===== src/rtl/hs_npu_systolic_feeder_if.sv =====
// Operand-feeder bus: unskewed vector stream in, diagonally skewed array-edge data out.
// Carries beat_count only when HS_NPU_FEEDER_BEAT_COUNT_EN is defined.
interface hs_npu_systolic_feeder_if #(
   parameter int SIZE  = 8,
   parameter int CNT_W = 16
);
   logic                  in_valid;
   logic                  in_ready;
   logic [SIZE-1:0][15:0] in_data;
   logic                  in_last;
   logic [SIZE-1:0][15:0] out_data;
   logic                  enable_out;
   logic                  busy;
   logic                  done;
`ifdef HS_NPU_FEEDER_BEAT_COUNT_EN
   logic [CNT_W-1:0]      beat_count;

   modport master (
      output in_valid, in_data, in_last,
      input  in_ready, out_data, enable_out, busy, done, beat_count
   );
   modport slave (
      input  in_valid, in_data, in_last,
      output in_ready, out_data, enable_out, busy, done, beat_count
   );
`else
   modport master (
      output in_valid, in_data, in_last,
      input  in_ready, out_data, enable_out, busy, done
   );
   modport slave (
      input  in_valid, in_data, in_last,
      output in_ready, out_data, enable_out, busy, done
   );
`endif
endinterface


===== src/rtl/hs_npu_systolic_feeder.sv =====
// Systolic-array operand feeder: lane k delayed k beats, zero flush after the last beat.
// Optional HS_NPU_FEEDER_BEAT_COUNT_EN adds a saturating per-stream beat counter.
module hs_npu_systolic_feeder #(
   parameter int SIZE  = 8,
   parameter int CNT_W = 16
) (
   input  logic clk,
   input  logic rst_n,
   hs_npu_systolic_feeder_if.slave bus
);
   localparam int FW = (SIZE > 1) ? $clog2(SIZE) : 1;
   localparam logic [FW-1:0] FLUSH_LAST = FW'((SIZE > 1) ? (SIZE - 2) : 0);

   typedef enum logic [1:0] {IDLE, STREAM, FLUSH} state_t;

   state_t                state_reg, state_next;
   logic [FW-1:0]         flush_cnt_reg, flush_cnt_next;
   logic                  done_reg, done_next;
   logic                  enable_reg;
   logic                  in_ready_int;
   logic                  accept;
   logic                  advance;
   logic [SIZE-1:0][15:0] feed;

   // in_ready is forced low while reset is asserted, even though state is IDLE
   assign in_ready_int = rst_n & (state_reg != FLUSH);
   assign accept       = bus.in_valid & in_ready_int;
   assign advance      = accept | (state_reg == FLUSH);
   assign feed         = (state_reg == FLUSH) ? '0 : bus.in_data;

   always_ff @(posedge clk or negedge rst_n) begin
      if (!rst_n) begin
         state_reg     <= IDLE;
         flush_cnt_reg <= '0;
         done_reg      <= 1'b0;
         enable_reg    <= 1'b0;
      end else begin
         state_reg     <= state_next;
         flush_cnt_reg <= flush_cnt_next;
         done_reg      <= done_next;
         enable_reg    <= advance;
      end
   end

   always_comb begin
      state_next     = state_reg;
      flush_cnt_next = flush_cnt_reg;
      done_next      = 1'b0;
      case (state_reg)
         IDLE, STREAM: begin
            if (accept) begin
               if (bus.in_last) begin
                  if (SIZE > 1) begin
                     state_next     = FLUSH;
                     flush_cnt_next = '0;
                  end else begin
                     state_next = IDLE;
                     done_next  = 1'b1;
                  end
               end else begin
                  state_next = STREAM;
               end
            end
         end
         FLUSH: begin
            if (flush_cnt_reg == FLUSH_LAST) begin
               state_next     = IDLE;
               flush_cnt_next = '0;
               done_next      = 1'b1;
            end else begin
               flush_cnt_next = flush_cnt_reg + 1'b1;
            end
         end
         default: begin
            state_next     = IDLE;
            flush_cnt_next = '0;
         end
      endcase
   end

   // Lane gi: gi skew stages feeding one output register, all shifting only on advance
   for (genvar gi = 0; gi < SIZE; gi++) begin : g_lane
      logic [15:0] lane_out_reg;

      if (gi == 0) begin : g_direct
         always_ff @(posedge clk or negedge rst_n) begin
            if (!rst_n) begin
               lane_out_reg <= '0;
            end else if (advance) begin
               lane_out_reg <= feed[gi];
            end
         end
      end else begin : g_skewed
         logic [15:0] skew_reg [gi];

         always_ff @(posedge clk or negedge rst_n) begin
            if (!rst_n) begin
               for (int j = 0; j < gi; j++) begin
                  skew_reg[j] <= '0;
               end
               lane_out_reg <= '0;
            end else if (advance) begin
               skew_reg[0] <= feed[gi];
               for (int j = 1; j < gi; j++) begin
                  skew_reg[j] <= skew_reg[j-1];
               end
               lane_out_reg <= skew_reg[gi-1];
            end
         end
      end

      assign bus.out_data[gi] = lane_out_reg;
   end

`ifdef HS_NPU_FEEDER_BEAT_COUNT_EN
   logic [CNT_W-1:0] beat_count_reg;

   always_ff @(posedge clk or negedge rst_n) begin
      if (!rst_n) begin
         beat_count_reg <= '0;
      end else if (accept) begin
         if (state_reg == IDLE) begin
            beat_count_reg <= CNT_W'(1);
         end else if (beat_count_reg != {CNT_W{1'b1}}) begin
            beat_count_reg <= beat_count_reg + 1'b1;
         end
      end
   end

   assign bus.beat_count = beat_count_reg;
`endif

   assign bus.in_ready   = in_ready_int;
   assign bus.enable_out = enable_reg;
   assign bus.busy       = (state_reg != IDLE);
   assign bus.done       = done_reg;
endmodule


===== src/flat_wrapper.sv =====
// flat-port wrapper written by rule: the top's interface ports become plain ports
module hs_npu_systolic_feeder_flat 
#(
   parameter int SIZE  = 8,
   parameter int CNT_W = 16
)
  (clk, rst_n, bus_in_valid, bus_in_data, bus_in_last, bus_in_ready, bus_out_data, bus_enable_out, bus_busy, bus_done);
  hs_npu_systolic_feeder_if #(.SIZE(SIZE), .CNT_W(CNT_W)) bus_i ();
  input  logic clk;
  input  logic rst_n;
  input wire logic [$bits(bus_i.in_valid)-1:0] bus_in_valid;
  input wire logic [$bits(bus_i.in_data)-1:0] bus_in_data;
  input wire logic [$bits(bus_i.in_last)-1:0] bus_in_last;
  output wire logic [$bits(bus_i.in_ready)-1:0] bus_in_ready;
  output wire logic [$bits(bus_i.out_data)-1:0] bus_out_data;
  output wire logic [$bits(bus_i.enable_out)-1:0] bus_enable_out;
  output wire logic [$bits(bus_i.busy)-1:0] bus_busy;
  output wire logic [$bits(bus_i.done)-1:0] bus_done;
  assign bus_i.in_valid = bus_in_valid;
  assign bus_i.in_data = bus_in_data;
  assign bus_i.in_last = bus_in_last;
  assign bus_in_ready = bus_i.in_ready;
  assign bus_out_data = bus_i.out_data;
  assign bus_enable_out = bus_i.enable_out;
  assign bus_busy = bus_i.busy;
  assign bus_done = bus_i.done;
  hs_npu_systolic_feeder #(.SIZE(SIZE), .CNT_W(CNT_W)) u_core (.clk(clk), .rst_n(rst_n), .bus(bus_i));
endmodule

===== config.mk =====
export PLATFORM = sky130hd
export DESIGN_NAME = hs_npu_systolic_feeder_flat
export DESIGN_NICKNAME = d
export VERILOG_FILES = /design/src/rtl/hs_npu_systolic_feeder_if.sv /design/src/rtl/hs_npu_systolic_feeder.sv /design/src/flat_wrapper.sv
export SDC_FILE = /design/constraint.sdc
export NUM_CORES = 1
export LEC_CHECK = 0
export BUFFER_PORTS_ARGS = -buffer_cell sky130_fd_sc_hd__buf_2
export CORE_MARGIN = 2
export CORE_UTILIZATION = 62
export CTS_CLUSTER_SIZE = 28
export DETAILED_ROUTE_END_ITERATION = 16
export GPL_TIMING_DRIVEN = 0
export PLACE_DENSITY_LB_ADDON = 0.08
export SLEW_MARGIN = 20
export SYNTH_ARGS = -nofsm -noshare
export SYNTH_HDL_FRONTEND = slang
export SYNTH_SLANG_ARGS = --single-unit

===== constraint.sdc =====
create_clock -name clk -period 2.9 [get_ports clk]
set_clock_uncertainty 0.1 [all_clocks]
set_input_delay 0.87 -clock clk [delete_from_list [all_inputs] [get_ports clk]]
set_output_delay 0.87 -clock clk [all_outputs]
set_load 0.05 [all_outputs]

Yosys cells after proc, flatten, opt, wreduce, memory -nomap -nowiden. Cells that the tools add are included.

Flip-flop bits (word level): 583.

$add $sub $neg: 1. Equality and inequality tests: 7. Mux-type cells: 11. Bitwise operators: 3. Reduce and logical (&&, ||, !) cells: 5.

Operators by type and width (count): two-way mux 128 bit (1); two-way mux 3 bit (3); two-way mux 2 bit (3); != test 2 bit (second input constant) (3); case mux 3 bit (2 select lines) (1); case mux 2 bit (2 select lines) (1); AND reduction 2 bit (2); adder 3 x 1 -> 3 bit (second input constant) (1); == test 3 bit (second input constant) (1); AND 1 bit (2); == test 2 x 1 -> 1 bit (second input constant) (1); == test 2 bit (second input constant) (1); logical NOT 2 bit (1); two-way mux 1 bit (2); != test 2 x 1 -> 1 bit (second input constant) (1); nonzero test 2 bit (1); OR reduction 2 bit (1); bitwise OR 1 bit (1).

Longest topological paths before layout.
Depth in word-level cells: 5. Depth in mapped cells: 6. Depth with buffers taken out: 3.

Worst setup path before layout. No wires, ideal clock.

Path type: reg2out. Start point: register u_core.state_reg[0]. End point: output port bus_in_ready. Data arrival time: 1407 ps. Setup slack: 523 ps. Stages on the path, launching flop included: 6. Path buffers: 3. Cell sequence: dfrtp_1 -> nand2b_1 -> buf_2 -> buf_2 -> buf_2 -> and2_1.

Longest elaborated chain between the ends: 2.

RTL lines: start: declaration (line hs_npu_systolic_feeder.sv:16) `state_t state_reg, state_next;`; start signal: assignment (line hs_npu_systolic_feeder.sv:38) `state_reg <= state_next;`; != test 2 bit (line hs_npu_systolic_feeder.sv:26) `assign in_ready_int = rst_n & (state_reg != FLUSH);`; AND 1 bit (line hs_npu_systolic_feeder.sv:26); end: declaration (line flat_wrapper.sv:14) `output wire logic [$bits(bus_i.in_ready)-1:0] bus_in_ready;`.

No other way between the ends.

Final worst setup path.
Start point: register u_core.state_reg[1]. End point: output port bus_in_ready.

Same word-level chain as after synthesis.

==> summary.txt <==
Worst setup path
  – Critical Path End: bus_in_ready
  – CP dominant cell by count: buf_4
  – Critical Path Source: u_core.state_reg[1]
  – R2r endpoint: u_core.g_lane[0].lane_out_reg[2]
  – Slack of the worst reg-to-reg path: 0.66 ns
  – Crit end category: output port
  – Startpoint types: flip-flop
  – Critical path, cell by cell: nand2b_1, buf_4, and2_1, buf_4
  – CP max FO: 23
  – R2R Path Start: u_core.state_reg[1]
  – Crit Path Category: flip-flop to output port
  – Req. time, crit path: 1.93 ns
  – Worst reg2reg path depth: 6
  – Critical Path AT: 1.79 ns
  – Worst stage delay on the critical path: 0.43 ns
  – Crit-path slowest cell: dfrtp_1

CTS
  – CTS H-tree lvls: 2
  – Clk_lat worst skew: 0.60 ns
  – Clock transition at the registers of the reported paths: 0.06 ns
  – CTS Buf Count: 58
  – Clock sinks: 583
  – Root buf cell: clkbuf_16
  – CTS tree: built
  – Clock Path Buffers: 3

Worst hold path
  – Worst min path class: input pin to async pin

STA
  – Slew headroom: 37.2%
  – Max Transition Viols Final: 0
  – Final hold vios: 0
  – RSZ-0062 raised after global routing: false
  – Final setup fails: 0
  – Final period utilization: 95.3%
  – Max Clk Rate: 362 MHz
  – Min Clock Period, post-route: 2.76 ns
  – Worst Tran Pin Value: 0.941 ns

Placed design
  – Final Wtd Congestion: 0.838
  – Port-buffer cells: 263
  – Cell Area, Placed: 0.0262 mm^2
  – DPL Wire Length: 34900 um

Synthesis
  – Seq cells post-synth: 583
  – FFs w/ async S/R, synth: 100%
  – Predominant post-synthesis flop cell: dfrtp_1
  – Post-synth EDFFs: 0
  – Sequential fraction of the synthesis area: 60.7%
  – Synth Instances: 1562
  – Synthesized cell area: 0.0240 mm^2
  – Yosys warnings: 0
  – Post-synthesis average cell area: 15.4 um^2
  – Syn nets: 1694
  – Post-synth cell types: 27

Power and ir drop
  – Sequential fraction of design power: 39.1%
  – Comb pwr share: 37.9%
  – Pleak: 14.3 nW
  – Sw frac: 34.3%
  – Internal: 0.0225 W
  – Peak VDD IR: 0.699 mV
  – Clk network pwr share: 23.1%
  – Power consumption: 0.0343 W
  – PD cells: 1200 mW/mm^2
  – P_sw: 0.0118 W

Layout
  – Post-layout instance area: 0.0285 mm^2
  – Most frequent cells in the layout: dfrtp_1, mux2_4, buf_2, nand3_1, o21ai_0
  – Max FFs per register: 448
  – Fillers: 2470
  – Reg area: 0.0146 mm^2
  – Nets@finish: 2031
  – Share of cells above drive strength 1: 47.0%
  – Area growth syn-to-layout: 18.5%
  – Most common cell after layout, fill and taps aside: dfrtp_1
  – Multi-input logic area: 0.00859 mm^2

Floorplanning
  – Core area: 0.0385 mm^2
  – Die Span X: 201 um
  – Initial Util: 62.5%
  – Num rows: 72
  – Die height: 201 um
  – Die Area: 0.0404 mm^2
  – Top Ports: 264

Routing
  – Wire per inst: 20.9 um
  – Vias: 13700
  – Vias per inst: 5.53
  – Routed Antenna Nets: 0
  – Iter 0 DRT Violations: 713
  – Initial DRT Pass Iterations: 5
  – DRC: 0
  – Total Wirelength: 51600 um

Run status
  – Status: complete, no violations

Global routing
  – Number of global-route vias before repair: 14400
  – Largest net degree at the start of global routing: 89
  – GR Overflow Total: 0
  – GRT Total Usage: 26.0%
  – Initial antenna violation count: 5
  – First-pass GRT wire length: 82100 um

Flow run
  – Max-cap violation count: 0
## per-layer routing
layer  up-vias  routed length [um]  track usage [%]
met5         -                  16                0
met4         2                1500             9.34
met3        99                2910             5.49
met2       358               23900             40.2
met1      6963               23200             36.9
li1       6230                   -                -
## worst max-delay path: cells and delay by family, from the launching register on
family                 cells  cell delay (ns)
flip-flops                 1             0.43
buffers and inverters      2             0.48
AND/OR/NAND/NOR            2             0.29
## cells by family (layout without fill, tap and decap cells)
kind of cell	Yosys count	in the layout	share of synthesized area, %
AOI/OAI and AO/OA	239	239	5.02
buffers and inverters	123	509	3.60
muxes	448	448	27.2
DFF	583	583	60.7
other	0	4	0
and+or+nand+nor	169	169	3.49
## synth_stat cells, drive strengths merged (2+ instances only)
library cell    n  area [um^2]
mux2          448         6550
nor3            2         10.0
nand2          17         71.3
dfrtp         583        14600
o21ai         118          591
nand3         143          716
buf            87          724
and2            2         12.5
clkbuf         34          134
inv             2         7.51
a21oi         117          586
## power by group through the flow
stage	logic (W)	clock network (W)	registers, W
after floorplan	0.00796	0	0.0153
after global placement	0.0126	0	0.0133
after detailed placement	0.0129	0	0.0135
after CTS	0.0131	0.00803	0.0134
after global routing	0.0137	0.00837	0.0138
final	0.0130	0.00790	0.0134
## worst min-delay path by stage
stage / slack (ns) / start / endpoint
2_1_floorplan: 0.35 / u_core.g_lane[4].g_skewed.skew_reg[22] / u_core.g_lane[4].g_skewed.skew_reg[22]
3_3_place_gp: 0.37 / u_core.g_lane[4].g_skewed.skew_reg[24] / u_core.g_lane[4].g_skewed.skew_reg[24]
3_5_place_dp: 0.38 / u_core.g_lane[4].g_skewed.skew_reg[23] / u_core.g_lane[4].g_skewed.skew_reg[23]
4_1_cts: 0.004 / rst_n / u_core.g_lane[5].lane_out_reg[10]
5_1_grt: 0.13 / rst_n / u_core.g_lane[3].g_skewed.skew_reg[0]
6_report: 0.14 / rst_n / u_core.g_lane[3].g_skewed.skew_reg[0]
## metrics by stage
step	utilization [%]	worst slack [ns]	setup TNS, ns	instances	hold slack [ns]
final	74.1	0.138	0	2470	0.142
after global routing	74.1	0.0217	0	2470	0.127
after CTS	73.9	0.000172	0	2464	0.00369
after detailed placement	68.1	-0.990	-437.90	2350	0.378
after global placement	67.6	-10.66	-	2343	0.370
after floorplan	-	0.523	0	1562	0.352
## timing repair
item / in CTS / in global routing
hold buffers: 0 / 2
endpoints found under the setup margin: 553 / 1
gates cloned: 5 / 1
pin swaps: 0 / 0
setup buffers: 1 / 0
resized for setup: 4 / 1
endpoints found under the hold margin: 0 / 41
## area by class of cell
cell class	count	area share, %
antenna	4	0.0351
buffer	119	2.99
tap	518	2.27
sequential	583	51.2
timing repair buffer	279	6.14
clock inverter	28	1.15
inverter	2	0.0263
multi-input combinational	856	30.1
clock buffer	81	6.04
Note: power is estimated with default switching activity, not from simulation.
